$ cat src/rtl/mainfsm.sv
// Moore main controller FSM of the multicycle ARM datapath.
// Next state and the control vector for that next state are registered together.
module mainfsm (
    input  logic       clk,
    input  logic       reset,
    input  logic [1:0] Op,
    input  logic [5:0] Funct,
    output logic       IRWrite,
    output logic       AdrSrc,
    output logic [1:0] ResultSrc,
    output logic       ALUSrcA,
    output logic [1:0] ALUSrcB,
    output logic       NextPC,
    output logic       RegW,
    output logic       MemW,
    output logic       Branch,
    output logic       ALUOp,
    output logic [3:0] State
);

    typedef enum logic [3:0] {
        S_FETCH    = 4'd0,
        S_DECODE   = 4'd1,
        S_MEMADR   = 4'd2,
        S_MEMRD    = 4'd3,
        S_MEMWB    = 4'd4,
        S_MEMWR    = 4'd5,
        S_EXECUTER = 4'd6,
        S_EXECUTEI = 4'd7,
        S_ALUWB    = 4'd8,
        S_BRANCH   = 4'd9,
        S_UNKNOWN  = 4'd15
    } state_t;

    state_t      r_state;
    logic [11:0] r_ctrl;
    logic        w_unused_funct;

    // Funct[4:1] select the ALU operation in the decoder, not here.
    assign w_unused_funct = ^Funct[4:1];

    function automatic state_t f_next(input state_t s, input logic [1:0] op, input logic [5:0] funct);
        case (s)
            S_FETCH:    f_next = S_DECODE;
            S_DECODE: begin
                case (op)
                    2'b00:   f_next = funct[5] ? S_EXECUTEI : S_EXECUTER;
                    2'b01:   f_next = S_MEMADR;
                    2'b10:   f_next = S_BRANCH;
                    default: f_next = S_UNKNOWN;
                endcase
            end
            S_MEMADR:   f_next = funct[0] ? S_MEMRD : S_MEMWR;
            S_MEMRD:    f_next = S_MEMWB;
            S_EXECUTER: f_next = S_ALUWB;
            S_EXECUTEI: f_next = S_ALUWB;
            default:    f_next = S_FETCH;
        endcase
    endfunction

    // {NextPC, Branch, MemW, RegW, IRWrite, AdrSrc, ResultSrc, ALUSrcA, ALUSrcB, ALUOp}
    function automatic logic [11:0] f_ctrl(input state_t s);
        case (s)
            S_FETCH:    f_ctrl = 12'b1_0_0_0_1_0_10_1_10_0;
            S_DECODE:   f_ctrl = 12'b0_0_0_0_0_0_10_1_10_0;
            S_EXECUTER: f_ctrl = 12'b0_0_0_0_0_0_00_0_00_1;
            S_EXECUTEI: f_ctrl = 12'b0_0_0_0_0_0_00_0_01_1;
            S_ALUWB:    f_ctrl = 12'b0_0_0_1_0_0_00_0_00_0;
            S_MEMADR:   f_ctrl = 12'b0_0_0_0_0_0_00_0_01_0;
            S_MEMRD:    f_ctrl = 12'b0_0_0_0_0_1_00_0_01_0;
            S_MEMWB:    f_ctrl = 12'b0_0_0_1_0_0_01_0_01_0;
            S_MEMWR:    f_ctrl = 12'b0_0_1_0_0_1_00_0_01_0;
            S_BRANCH:   f_ctrl = 12'b0_1_0_0_0_0_10_0_01_0;
            default:    f_ctrl = 12'b0;
        endcase
    endfunction

    always_ff @(posedge clk) begin
        if (reset) begin
            r_state <= S_FETCH;
            r_ctrl  <= f_ctrl(S_FETCH);
        end else begin
            r_state <= f_next(r_state, Op, Funct);
            r_ctrl  <= f_ctrl(f_next(r_state, Op, Funct));
        end
    end

    assign {NextPC, Branch, MemW, RegW, IRWrite, AdrSrc,
            ResultSrc, ALUSrcA, ALUSrcB, ALUOp} = r_ctrl;
    assign State = r_state;

endmodule
$ cat config.mk
export PLATFORM = sky130hd
export DESIGN_NAME = mainfsm
export DESIGN_NICKNAME = d
export VERILOG_FILES = /design/src/rtl/mainfsm.sv
export SDC_FILE = /design/constraint.sdc
export NUM_CORES = 1
export LEC_CHECK = 0
export ABC_AREA = 1
export CAP_MARGIN = 10
export CORE_MARGIN = 3
export CORE_UTILIZATION = 49
export CTS_BUF_LIST = sky130_fd_sc_hd__clkbuf_8
export DETAILED_ROUTE_END_ITERATION = 16
export PLACE_DENSITY = 0.85
export SLEW_MARGIN = 20
export SYNTH_ARGS = -nofsm -noshare
export SYNTH_HDL_FRONTEND = slang
export SYNTH_SLANG_ARGS = --single-unit
$ cat constraint.sdc
create_clock -name clk -period 2.06 [get_ports clk]
set_input_delay 0.515 -clock clk [delete_from_list [all_inputs] [get_ports clk]]
set_output_delay 0.515 -clock clk [all_outputs]
set_load 0.005 [all_outputs]
# ---- After elaboration in Yosys (flattened, before gate mapping)
# Memories as Yosys holds them, arrays and structs flattened. A register that Yosys moved wholly into a read port is not among the register bits.
# Index checks and enable logic that the tools add are counted.
# Widths: inputs -> output; s select.
dict set report word_totals {
  reg_bits 4
  output_inout_bits 16
  wordCells 17
  mem_bits_ro 192
  mem_count 1
  inputBits 10
}
# name depth word_bits rd rd_clocked_by_memory_dff write_ports line
set mem_list {}
lappend mem_list {{(name not given)} 16 12 1 1 0 63} ;# case (s)
dict set report op_classes {
  mux 5
  n_eq_ne 7
  reduce_logical 3
}
# op n
set ops {}
lappend ops {{$pmux 4 s5} 1}
lappend ops {{$pmux 4 s3} 1}
lappend ops {{$eq 4x2->1 const B} 2}
lappend ops {{$eq 4x3->1 const B} 2}
lappend ops {{$eq 4x1->1 const B} 1}
lappend ops {{$logic_not 4->1} 1}
lappend ops {{$mux 4} 1}
lappend ops {{$mux 3} 1}
lappend ops {{$eq 2x1->1 const B} 1}
lappend ops {{$eq 2x2->1 const B} 1}
lappend ops {{$logic_not 2->1} 1}
lappend ops {{$reduce_or 2->1} 1}
lappend ops {{$mux 1} 1}

# ---- Longest topological paths before layout
# Gate-level depths: netlist of the first run.
dict set report logic_depth {
  word_depth 4
  ltp_mapped 10
  mapped_depth_nobuf 10
}

# ---- Worst setup path before layout of the first run
# Ideal clock, no wire load.
dict set report synth_path {
  path_type {input to register}
  start {input port Op[0]}
  end {register r_ctrl[1]}
  slack_ps 499
  arrival_ps 1448
  cell_stages 10
  t_required_ps 1947
  path_buffers 0
  setup_time_ps 113
  path_cell_list {inv_1 -> ha_1 -> nor2_1 -> nand2_1 -> nand2_2 -> nand2_2 -> inv_2 -> nand3_1 -> nand2_1 -> nand2_1}
}
dict set report synth_between {
  elab_chain_cells 4
  word_cells_on_any_way 6
  classes_between {eq/ne: 2; mux: 3; reduce/logical: 1}
}
# element line
set synth_rtl {}
lappend synth_rtl {{start: declaration} 6} ;# input logic [1:0] Op,
lappend synth_rtl {{$eq 2x2->1, or another cell as far along} 46} ;# case (op)
lappend synth_rtl {{$pmux 4 s3 *} 46}
lappend synth_rtl {{$pmux 4 s5 *} 43} ;# case (s)
lappend synth_rtl {{$mux 4 *} 79} ;# if (reset) begin
lappend synth_rtl {{end: declaration} 36} ;# logic [11:0] r_ctrl;
# Mark *: on every way between the ends. The rest lies on a longest branch, timed or not. The select of a mux whose other input is x is not followed.
# A chain may end at the register's enable or synchronous reset.

# ---- Worst setup path after layout of the first run
dict set report layout_path {
  start {input port Op[0]}
  end {register r_ctrl[5]}
}
# The elaborated chain is that of the path after synthesis.

==> results of run 1 <==
-- kinds of logic after synthesis --
logic type / count (synthesis)
buffers and inverters: 15
adders and majority gates: 4
and+or+nand+nor: 56
DFF: 14
AOI/OAI and AO/OA: 5
-- area by class of cell --
class | instances | area (um2) | area share
inverters | 13 | 48.8 | 0.0485
clock buffers | 4 | 55.1 | 0.0547
repair buffers | 22 | 218 | 0.216
multi-input cells | 65 | 385 | 0.383
well taps | 15 | 18.8 | 0.0187
flip-flops and latches | 14 | 280 | 0.279
-- stage by stage --
step | instance area [um2] | TNS (ns) | setup slack, ns | hold slack, ns | cells
after detailed placement | 951 | -0.181 | -0.0665 | 0.704 | 129
final | 1010 | 0 | 0.154 | 0.719 | 133
after global routing | 1010 | 0 | 0.0118 | 0.749 | 133
after CTS | 1010 | 0 | 0.159 | 0.711 | 133
after global placement | 951 | 0 | 0.0114 | 0.690 | 129
after floorplan | 729 | 0 | 0.499 | 0.584 | 94
-- registers in the layout, summed over array words and instances (netlist names) --
name    flops
r_ctrl     10
State       4
-- worst paths after layout --
check	endpoint	depth (start not counted)	startpoint
worst min register to register	State[1]	3	State[2]
worst max-delay path	r_ctrl[5]	10	Op[0]
worst max register to register	r_ctrl[5]	7	State[1]
worst min-delay path	State[1]	3	State[2]
-- power groups by stage --
stage	clock network, mW	registers, mW	logic [mW]
floorplan	0	0.335	0.168
global placement	0	0.331	0.278
detailed placement	0	0.334	0.284
CTS	0.267	0.328	0.289
global route	0.280	0.333	0.320
finish	0.268	0.328	0.289
-- routing by layer --
metal | track usage | part of all wire
met1 | 0.236 | 0.42
met2 | 0.318 | 0.48
met3 | 0.0407 | 0.058
met4 | 0.127 | 0.038
met5 | 0 | 0
-- cells in the final DEF (no fill, tap or decap), types with 3 or more instances in the layout --
master	n
nor2_1	10
inv_2	3
nor2_2	7
nand2_2	4
inv_1	10
dfxtp_1	14
nor2_4	3
ha_1	4
nand3_1	7
clkbuf_8	4
nand2_1	20
nand3_2	3
clkdlybuf4s50_1	21
a21oi_2	3
-- worst min-delay path, stage by stage (launching register included) --
cell and delay, ns:
dfxtp_1 0.42, nor2_4 0.07, nand3_2 0.10, a21oi_1 0.07
==> metrics.csv, run 1 <==
metric;value;unit
Mean Syn Cell Area;7.76;um2
FFs w/ async S/R, synth;0;
skew final;0.00892;ns
switch share;0.311;
Synth Instances;94;
DRT antenna net count;0;
DR pass1 iterations;4;
DR DRC count;0;
Slowest-stage cell, CP;clkdlybuf4s50_1;
Period minus WS final;1.91;ns
most frequent cells after synthesis;20 x nand2_1, 14 x dfxtp_1, 10 x inv_1, 10 x nor2_1;
CP cell instances;clkdlybuf4s50_1 > inv_1 > ha_1 > nor2_1 > buf_4 > nor2_4 > nor2_4 > nor2_2 > nand2_1 > nand3_1;
clock slew at reported path FFs;0.06;ns
PostCTS Resize Cnt;0;
simple-gate share of the synthesized area;0.410;
NumNets Final;133;
post-CTS setup buffer count;0;
adder-cell area share of the yosys netlist;0.0686;
Die Height;44.6;um
Max Fanout on Critical Path;7;
VDD IR max;0.454;mV
max-cap viol count;0;
share of cells above drive strength 1;0.246;
Area growth syn-to-layout;37.9;%
Setup CP Type;in2reg;
clock insertion delay at the later pin of the skew report;0.25;ns
clock power share;0.303;
CP endpoint kind;register;
GRT Total Usage;0.198;
most used cell, CP;nor2_4;
Synth top area share;0.384;
Area contributors post-synth;dfxtp_1 38%, nand2_1 10%, ha_1 6.9%;
total die area;1990;um2
hold crit path type;reg2reg;
Leakage;0.459;nW
Netlist cell types;17;
Startpoint Class;primary input;
Final Total Pwr;0.885;mW
CTS H-tree lvls;1;
EDFF count, synth;0;
DRT Wirelength;1.63;mm
crit-path max cell delay;0.50;ns
Cell Rows;13;
unrepaired setup endpoints after global routing;false;
initial antenna violation count;0;
routability congestion estimate;0.880;
first-pass GRT wire length;2.84;mm
area fraction in compound gates after synthesis;0.0497;
CP arrival;2.03;ns
clock tree buffer depth;2;
initial drt markers;13;
synthesized area;729;um2
Power Dens Cells;880;nW/um2
top-count cell post-synth;nand2_1;
largest family of logic cells by synthesized area;simple AND/OR/NAND/NOR gates;
Starting Density;0.540;
mux contribution to synthesized area;0;
# port buffers;21;
Yosys warnings;0;
Post-CTS Hold Buffers;0;
CP bufs+invs;3;
Final Cycle Share;0.925;
Post-Synthesis Net Count;108;
Die W;44.6;um
number of global-route vias before repair;650;
placed wire-length estimate;1.20;mm
largest net degree at the start of global routing;9;
xor/xnor share of the synthesized area;0;
vias;671;
fill cell count;98;
sequential share of the synthesized area;0.384;
Max Fclk;0.525;GHz
Layout Utilization;0.745;
Comb power frac;0.326;
I/O Pins;26;
Int Pwr;0.610;mW
clock root cell;clkbuf_8;
Synth area leader;dfxtp_1;
CP required;2.18;ns
Net Sw Power;0.275;mW
Placeable Area;1350;um2
number of clock sinks;14;
critical path's top delay family;buffers and inverters;
total CTS buffers;3;
n_diodes;0;
post-DR vias/cell;5.05;
run status;finished clean;
reg-to-reg setup timing slack;0.77;ns
Slew Viols, Final;0;
CTS tree;yes;
worst slew pin tran;0.253;ns
Rel. slew slack;0.831;
Routed WL per cell;12.2;um
Main synth FF type;dfxtp_1;
GRT overflow;0;
final hold viol count;0;
Seq cells post-synth;14;
Seq pwr share;0.371;
# setup viols final;0;
Note: power is estimated with default switching activity, not from simulation.
==> run 2: changes to the inputs <==
Settings changed: PLACE_DENSITY 0.85 to 0.93.
==> metrics.csv, run 2 (same netlist as run 1, synthesis figures left out) <==
metric;value;unit;change
routability congestion estimate;0.845;;was 0.880
DR pass1 iterations;5;;was 4
# port buffers;21;;unchanged
Net Sw Power;0.279;mW;was 0.275 mW
skew final;0.00367;ns;was 0.00892 ns
clock insertion delay at the later pin of the skew report;0.25;ns;about the same
worst r2r path cells;6;;was 7
Fin Hold WS;0.698;ns;was 0.719 ns
clock root cell;clkbuf_8;;unchanged
# setup viols final;0;;unchanged
final hold viol count;0;;unchanged
clock slew at reported path FFs;0.06;ns;about the same
Cell Rows;13;;unchanged
DRT Wirelength;1.65;mm;was 1.63 mm
final std cells w/o fill;133;;unchanged
setup TNS;0;ns;unchanged
Post-CTS Hold Buffers;0;;unchanged
initial drt markers;32;;was 13
Period minus WS final;1.91;ns;about the same
Slowest-stage cell, CP;clkdlybuf4s50_1;;unchanged
share of cells above drive strength 1;0.246;;unchanged
Rel. slew slack;0.833;;was 0.831
DRT antenna net count;0;;unchanged
first-pass GRT wire length;2.72;mm;was 2.84 mm
final worst-path setup slack;0.153;ns;was 0.154 ns
number of global-route vias before repair;652;;was 650
Power Dens Cells;885;nW/um2;was 880 nW/um2
CP bufs+invs;3;;unchanged
total die area;1990;um2;unchanged
critical path's top delay family;buffers and inverters;;unchanged
clock power share;0.301;;was 0.303
switch share;0.314;;was 0.311
Placeable Area;1350;um2;unchanged
CP arrival;2.09;ns;was 2.03 ns
post-route cell area;1010;um2;unchanged
VDD IR max;0.814;mV;was 0.454 mV
Leakage;0.459;nW;unchanged
unrepaired setup endpoints after global routing;false;;unchanged
clock tree buffer depth;2;;unchanged
Worst Setup EP;r_ctrl[6];;was r_ctrl[5]
reg-to-reg setup timing slack;0.78;ns;was 0.77 ns
dpl ws;-0.0446;ns;was -0.0665 ns
placed inst area;951;um2;unchanged
total CTS buffers;3;;unchanged
DR DRC count;0;;unchanged
number of clock sinks;14;;unchanged
reg-to-reg endpoint;r_ctrl[6];;was r_ctrl[5]
CTS tree;yes;;unchanged
most frequent cells in the layout;21 x clkdlybuf4s50_1, 20 x nand2_1, 14 x dfxtp_1;;unchanged
I/O Pins;26;;unchanged
Setup CP Type;in2reg;;unchanged
run status;finished clean;;unchanged
Area growth syn-to-layout;37.9;%;unchanged
Int Pwr;0.611;mW;was 0.610 mW
Final Cycle Share;0.925;;about the same
Crit. Startpoint;Op[0];;unchanged
post-CTS setup buffer count;0;;unchanged
Seq pwr share;0.368;;was 0.371
Max Fanout on Critical Path;7;;unchanged
Slew Viols, Final;0;;unchanged
most common cell after layout, fill and taps aside;clkdlybuf4s50_1;;unchanged
NumNets Final;133;;unchanged
Die Height;44.6;um;unchanged
Routed WL per cell;12.4;um;was 12.2 um
Starting Density;0.540;;unchanged
post-DR vias/cell;4.96;;was 5.05
placed wire-length estimate;1.27;mm;was 1.20 mm
largest net degree at the start of global routing;9;;unchanged
Most flops, register;r_ctrl;;unchanged
CP cell instances;clkdlybuf4s50_1 > inv_1 > ha_1 > nor2_1 > buf_4 > nor2_4 > nor2_4 > o21ai_0 > nor2_1;;was clkdlybuf4s50_1 > inv_1 > ha_1 > nor2_1 > buf_4 > nor2_4 > nor2_4 > nor2_2 > nand2_1 > nand3_1
Comb power frac;0.331;;was 0.326
crit-path max cell delay;0.49;ns;was 0.50 ns
vias;660;;was 671
n_diodes;0;;unchanged
CTS H-tree lvls;1;;unchanged
critical path depth in cells;9;;was 10
GRT overflow;0;;unchanged
PostCTS Resize Cnt;0;;unchanged
placed cells;129;;unchanged
Max Fclk;0.525;GHz;about the same
max reg flops;10;;unchanged
Startpoint Class;primary input;;unchanged
worst slew pin tran;0.248;ns;was 0.253 ns
R2R Path Start;State[3];;was State[1]
CP endpoint kind;register;;unchanged
max-cap viol count;0;;unchanged
CP required;2.24;ns;was 2.18 ns
initial antenna violation count;0;;unchanged
Hold Path Origin;State[3];;was State[2]
GRT Total Usage;0.197;;was 0.198
fill cell count;95;;was 98
hold crit path type;reg2reg;;unchanged
Die W;44.6;um;unchanged
## run 2: cell counts in the layout (fill, tap and decap cells not counted)
Identical to the previous run, type by type.
## run 2: metrics by stage
stage	power, mW	utilization
4_1_cts	0.894	0.745
3_3_place_gp	0.608	0.704
5_1_grt	0.936	0.745
2_1_floorplan	0.504	-
3_5_place_dp	0.621	0.704
6_report	0.890	0.745
## run 2: metal layers
metal,GRT usage,vias up,share of wire
met4,0.108,0,0.027
met1,0.203,291,0.39
met5,0,-,0
met3,0.0772,7,0.069
met2,0.335,29,0.52
li1,-,333,-
## run 2: how the worst min path moves through the flow
stage | depth (start not counted) | endpoint
CTS | 3 | State[2]
detailed placement | 3 | State[2]
finish | 3 | State[2]
floorplan | 1 | State[1]
global placement | 3 | State[2]
global route | 3 | State[2]
## run 2: area by class of cell
type                            count  area [um2]  share of cell area
Timing Repair Buffer               22         218               0.216
Multi-Input combinational cell     65         385               0.383
Inverter                           13        48.8              0.0485
Sequential cell                    14         280               0.279
Tap cell                           15        18.8              0.0187
Clock buffer                        4        55.1              0.0547
## run 2: power groups by stage
stage / clock network (mW) / registers, mW / logic [mW]
final: 0.268 / 0.327 / 0.295
after global routing: 0.285 / 0.331 / 0.321
after CTS: 0.273 / 0.328 / 0.293
after detailed placement: 0 / 0.333 / 0.288
after global placement: 0 / 0.331 / 0.277
after floorplan: 0 / 0.335 / 0.168
## run 2: worst min-delay path: stages, from the launching register on
cell and delay (ns):
dfxtp_1 0.42, nor2_1 0.08, nand3_2 0.07, a21oi_2 0.07
